[src/rtl/display_pkg.sv]
// display_pkg
// Shared constants and types for the multiplexed display scanner.
//   NUM_DIGITS  number of scanned displays
//   SEG_W       segment bus width {G,F,E,D,C,B,A}
//   AN_OFF      digit-enable pattern with every display dark (active-low)
//   scan_state_e  SHOW / BLANK scan states
//   digit_t       digit index (2 bits, values 0..2 legal)
package display_pkg;

  localparam int NUM_DIGITS = 3;
  localparam int SEG_W      = 7;
  localparam logic [NUM_DIGITS-1:0] AN_OFF = 3'b111;

  typedef enum logic {
    SHOW  = 1'b0,
    BLANK = 1'b1
  } scan_state_e;

  typedef logic [1:0] digit_t;

  // Round-robin 0->1->2->0; the unreachable code 3 also folds back to 0.
  function automatic digit_t next_digit(input digit_t d);
    return (d >= digit_t'(NUM_DIGITS - 1)) ? digit_t'(0) : d + digit_t'(1);
  endfunction

endpackage

[src/rtl/scan_tick_gen.sv]
// scan_tick_gen
// Up-counting prescaler with a loadable terminal value and synchronous clear.
//   clk     clock, rising edge
//   rst     synchronous active-high reset
//   clr_i   synchronous clear (wins over counting)
//   term_i  terminal count value; tc_o is high while the count equals it
//   tc_o    terminal-count flag
module scan_tick_gen #(
  parameter int CNT_W = 16
) (
  input  logic             clk,
  input  logic             rst,
  input  logic             clr_i,
  input  logic [CNT_W-1:0] term_i,
  output logic             tc_o
);

  logic [CNT_W-1:0] cnt_q, cnt_d;

  always_comb begin
    cnt_d = cnt_q + CNT_W'(1);
    if (clr_i) cnt_d = '0;
  end

  always_ff @(posedge clk) begin
    if (rst) cnt_q <= '0;
    else     cnt_q <= cnt_d;
  end

  assign tc_o = (cnt_q == term_i);

endmodule

[src/rtl/display_scan_driver.sv]
// display_scan_driver
// Time-multiplexes three 7-segment displays onto one segment bus. The 21
// segment inputs are captured once per frame (when display 0 is lit), so a
// display never shows a mix of old and new data.
//   clk          clock, rising edge
//   rst          synchronous active-high reset
//   en           scan enable; low = all digits dark and scan restarted
//   A..G         per-segment levels, bit i belongs to display i
//   seg          shared segment bus {G,F,E,D,C,B,A}
//   an           active-low digit enables, at most one low
//   frame_start  one-cycle pulse on the edge a new frame is captured
// Optional feature macro: SCAN_GHOST_BLANK_EN inserts BLANK_CYC dark cycles
// between consecutive digits.
//
//   state | meaning
//   SHOW  | display d is lit for REFRESH_DIV cycles
//   BLANK | all displays dark for BLANK_CYC cycles (macro builds only)
module display_scan_driver
  import display_pkg::*;
#(
  parameter int REFRESH_DIV = 50000,
  parameter int BLANK_CYC   = 500
) (
  input  logic             clk,
  input  logic             rst,
  input  logic             en,
  input  logic [2:0]       A,
  input  logic [2:0]       B,
  input  logic [2:0]       C,
  input  logic [2:0]       D,
  input  logic [2:0]       E,
  input  logic [2:0]       F,
  input  logic [2:0]       G,
  output logic [SEG_W-1:0] seg,
  output logic [2:0]       an,
  output logic             frame_start
);

  localparam int MAX_DIV = (REFRESH_DIV > BLANK_CYC) ? REFRESH_DIV : BLANK_CYC;
  localparam int CNT_W   = $clog2(MAX_DIV);
  localparam logic [CNT_W-1:0] SHOW_TC = CNT_W'(REFRESH_DIV - 1);
`ifdef SCAN_GHOST_BLANK_EN
  localparam logic [CNT_W-1:0] BLANK_TC = CNT_W'(BLANK_CYC - 1);
`endif

  scan_state_e state_q, state_d;
  digit_t      d_q, d_d;
  logic        run_q, run_d;   // low until the first capture after reset/enable
  logic [SEG_W-1:0][NUM_DIGITS-1:0] frame_q, frame_d, frame_in;
  logic [SEG_W-1:0]      seg_q, seg_d;
  logic [NUM_DIGITS-1:0] an_q, an_d, lit_oh;
  logic                  fs_q, capture;
  logic                  clr, tc;
  logic [CNT_W-1:0]      term;

  assign frame_in = {G, F, E, D, C, B, A};

`ifdef SCAN_GHOST_BLANK_EN
  assign term = (state_q == BLANK) ? BLANK_TC : SHOW_TC;
`else
  assign term = SHOW_TC;
`endif

  scan_tick_gen #(.CNT_W(CNT_W)) u_tick (
    .clk    (clk),
    .rst    (rst),
    .clr_i  (clr),
    .term_i (term),
    .tc_o   (tc)
  );

  always_comb begin
    state_d = state_q;
    d_d     = d_q;
    run_d   = run_q;
    clr     = 1'b0;
    capture = 1'b0;
    if (!en) begin
      state_d = SHOW;
      d_d     = '0;
      run_d   = 1'b0;
      clr     = 1'b1;
    end else if (!run_q) begin
      run_d   = 1'b1;
      state_d = SHOW;
      d_d     = '0;
      clr     = 1'b1;
      capture = 1'b1;
    end else if (d_q >= digit_t'(NUM_DIGITS)) begin
      state_d = SHOW;
      d_d     = '0;
      clr     = 1'b1;
      capture = 1'b1;
    end else if (tc) begin
      clr = 1'b1;
`ifdef SCAN_GHOST_BLANK_EN
      if (state_q == SHOW) begin
        state_d = BLANK;
      end else begin
        state_d = SHOW;
        d_d     = next_digit(d_q);
        capture = (d_d == '0);
      end
`else
      d_d     = next_digit(d_q);
      capture = (d_d == '0);
`endif
    end

    frame_d = capture ? frame_in : frame_q;

    // Outputs decode the next state so they move on the same edge as d/state.
    lit_oh = '0;
    an_d   = AN_OFF;
    seg_d  = '0;
    if (run_d && state_d == SHOW) begin
      lit_oh = {{(NUM_DIGITS-1){1'b0}}, 1'b1} << d_d;
      an_d   = ~lit_oh;
      for (int s = 0; s < SEG_W; s++) seg_d[s] = frame_d[s][d_d];
    end
  end

  always_ff @(posedge clk) begin
    if (rst) begin
      state_q <= SHOW;
      d_q     <= '0;
      run_q   <= 1'b0;
      frame_q <= '0;
      seg_q   <= '0;
      an_q    <= AN_OFF;
      fs_q    <= 1'b0;
    end else begin
      state_q <= state_d;
      d_q     <= d_d;
      run_q   <= run_d;
      frame_q <= frame_d;
      seg_q   <= seg_d;
      an_q    <= an_d;
      fs_q    <= capture;
    end
  end

  assign seg         = seg_q;
  assign an          = an_q;
  assign frame_start = fs_q;

endmodule

[config.mk]
export PLATFORM = sky130hd
export DESIGN_NAME = display_scan_driver
export DESIGN_NICKNAME = d
export VERILOG_FILES = /design/src/rtl/display_pkg.sv /design/src/rtl/scan_tick_gen.sv /design/src/rtl/display_scan_driver.sv
export SDC_FILE = /design/constraint.sdc
export NUM_CORES = 1
export LEC_CHECK = 0
export CORE_ASPECT_RATIO = 1.1
export CORE_UTILIZATION = 47
export DETAILED_ROUTE_END_ITERATION = 7
export PLACE_DENSITY = 0.85
export SKIP_LAST_GASP = 1
export SYNTH_ARGS = -nofsm -noshare
export SYNTH_HDL_FRONTEND = slang
export SYNTH_SLANG_ARGS = --single-unit
[constraint.sdc]
create_clock -name clk -period 1.8 [get_ports clk]
set_clock_uncertainty 0.1 [all_clocks]
set_input_delay 0.18 -clock clk [delete_from_list [all_inputs] [get_ports clk]]
set_output_delay 0.18 -clock clk [all_outputs]
set_load 0.02 [all_outputs]
==> flow_summary.ini <==
[worst_setup_path]
path_max_fanout = 7
reg2reg_setup_slack_ps = -220
required_ps = 1890
endpoint_kind = flop
crit_arrival_ps = 2110
slowest_delay_ps = 420
worstSetupPathType = reg2reg
critPathSlowestCell = nor4b_4
start_kind = flop
path_cells = nor4b_4 > buf_4 > a41oi_4 > xor2_2 > o21ai_2 > buf_6 > o221ai_2

[clock_network]
clk_pin_slew_worst_paths_ps = 90
cts_tree = done
cts_buffer_depth = 2
cts_num_sinks = 52
cts_buffers = 5
ctsHoldBuffers = 0
root_buffer = clkbuf_8
ctsHtreeMaxLevel = 2
clock_latency_ps = 300

[yosys]
synthesis.area_um2 = 2050
synth_top_area_cell = dfxtp_1
ys_top_cells_by_area = dfxtp_1, mux2i_1, nor2_1
synth.distinct_cells = 34
syn_nets = 224
avgSynthCellArea_um2 = 10.3
synth_top_area_share_pct = 50.9
synth_edf_count = 0
synth_cells = 199
ys_seq_area_share_pct = 50.9
yosysWarnings = 0
synth_ff_type = dfxtp_1
synth-seq-cells = 52
synthArstFlopShare_pct = 0

[timing]
period_share_pct = 112
max_freq_ghz = 0.494
fin_ws_ps = -224
worstMarginPinSlew_ps = 433
maxSlewViolCount = 0
rsz0062_at_grt = yes
setup_viol = 24
min_period_ps = 2020
hold_viol_final = 0
slew_headroom_pct = 71.1

[global_route]
grt_max_degree = 22
grt_util_all_layers_pct = 27.0
grt_pass1_wl_um = 9120
grt.overflow.total = 0
grt_pass1_vias = 1885
antenna_found_initial = 0

[placement]
port_buffers = 34
hpwl_um = 3230
place.gp.congestion = 0.844
dp.cells = 313

[floorplanning]
coreArea_um2 = 4050
die_w_um = 64.9
die_h_um = 71.2
die_area_um2 = 4620
pin_count = 35
initial_core_util_pct = 50.5
num_rows = 24

[power_and_ir_drop]
leakagePower_uw = 0.00123
p_per_area_nw_per_um2 = 678
vdd_drop_max_mv = 0.414
p_total_uw = 2140

[cells_and_area]
antenna_cells = 0
area_delta_synth_final_pct = 54.2
fin_nets = 304
drive_gt1_share_pct = 34.8
finalNonFillerCells = 331

[run_status]
status = complete, but fails checks
failed_checks = setup timing

[routing]
vias = 1943
drc = 0
wl_per_cell_um = 20.5
vias_per_cell = 5.87
finalWirelength_um = 6800
drtIter0Drc = 214
dr.pass1.iters = 4
ant_nets = 0

[min_path]
hold_path.class = in2reg

[job]
cap_viol_max_count = 0
critical path, delay by kind of cell (launching register included):
kind                   cells  cell delay (ps)
buffers and inverters      2              380
flip-flops                 1              350
XOR/XNOR                   1              230
AND/OR/NAND/NOR            1              420
AO/OA/AOI/OAI              3              420
routing by layer:
metal	up-vias	part of all wire (%)	routed length, um	GRT usage, %
li1	852	-	-	-
met2	112	49	3340	45.7
met1	956	39	2670	28.5
met4	0	4.3	293	20.0
met3	23	7.1	484	7.32
met5	-	0	0	0
through the flow:
stage / TNS, ps / setup slack [ps] / instance area (um2) / utilization, % / hold slack [ps]
2_1_floorplan: 0 / 5.67 / 2050 / - / 152
3_5_place_dp: -1160 / -166 / 2660 / 65.7 / 379
4_1_cts: -725 / -83.7 / 2870 / 70.9 / 377
5_1_grt: -5150 / -285 / 3160 / 77.8 / 413
6_report: -2570 / -224 / 3160 / 77.8 / 382
3_3_place_gp: -342 / -61.9 / 2660 / 65.7 / 366
area by class of cell:
type | count | area (um2)
clock inverters | 1 | 5.00
clock buffers | 6 | 72.6
inverters | 5 | 18.8
well taps | 52 | 65.1
flip-flops and latches | 52 | 1050
fillers | 219 | 898
repair buffers | 78 | 689
multi-input cells | 137 | 1260
kinds of logic after synthesis:
| logic type | Yosys count | synth area share, % |
|---|---|---|
| buffers and inverters | 12 | 3.42 |
| adder cells (fa/ha/maj) | 1 | 0.611 |
| flip-flops | 52 | 50.9 |
| AO/OA/AOI/OAI | 17 | 7.15 |
| multiplexers | 21 | 10.3 |
| AND/OR/NAND/NOR | 80 | 20.8 |
| XOR/XNOR | 16 | 6.85 |
cells in the final DEF, fill, tap and decap left out, drive strengths merged, types with 3 or more instances in the layout:
master / count
a21bo: 3
mux2i: 21
clkdlybuf4s50: 34
nor2: 39
buf: 44
xnor2: 7
o221ai: 6
nand3: 12
inv: 5
xor2: 9
dfxtp: 52
nand4: 6
nand2: 6
and3: 7
clkbuf: 6
flip-flops by register name (all words and copies together) (netlist names):
signal / cells
frame_q: 21
an: 3
u_tick.cnt_q: 16
run_q: 1
seg: 7
d_q: 2
frame_start: 1
state_q: 1
path summary, 6_finish.rpt:
path | startpoint | depth (start not counted) | endpoint
setup / recovery | u_tick.cnt_q[13] | 7 | seg[1]
hold / removal | C[2] | 3 | frame_q[8]
setup reg to reg | u_tick.cnt_q[13] | 7 | seg[1]
hold reg to reg | frame_q[11] | 2 | seg[3]
where the power goes:
group | total (uW) | switching [uW] | internal, uW
logic | 299 | 138 | 162
clock network | 627 | 362 | 265
registers | 1210 | 24.1 | 1190
total | 2140 | 524 | 1610
cell usage after synthesis, types with 2 or more instances:
master,instances
a21oi_1,2
and3_1,7
and4_1,2
clkbuf_1,4
dfxtp_1,52
inv_1,5
mux2i_1,21
nand2_1,6
nand2b_1,2
nand3_1,11
nand4_1,5
nor2_1,39
nor4b_4,2
o211ai_1,2
o221ai_1,6
xnor2_1,7
xor2_1,9
timing repair:
| item | in CTS | in global routing |
|---|---|---|
| resized for setup | 14 | 48 |
| buffers inserted | 5 | 6 |
| pin swaps | 4 | 16 |
| cloned | 2 | 0 |
| endpoints found under the setup margin | 24 | 48 |
| hold endpoints to repair | 0 | 0 |
Note: power is estimated with default switching activity, not from simulation.
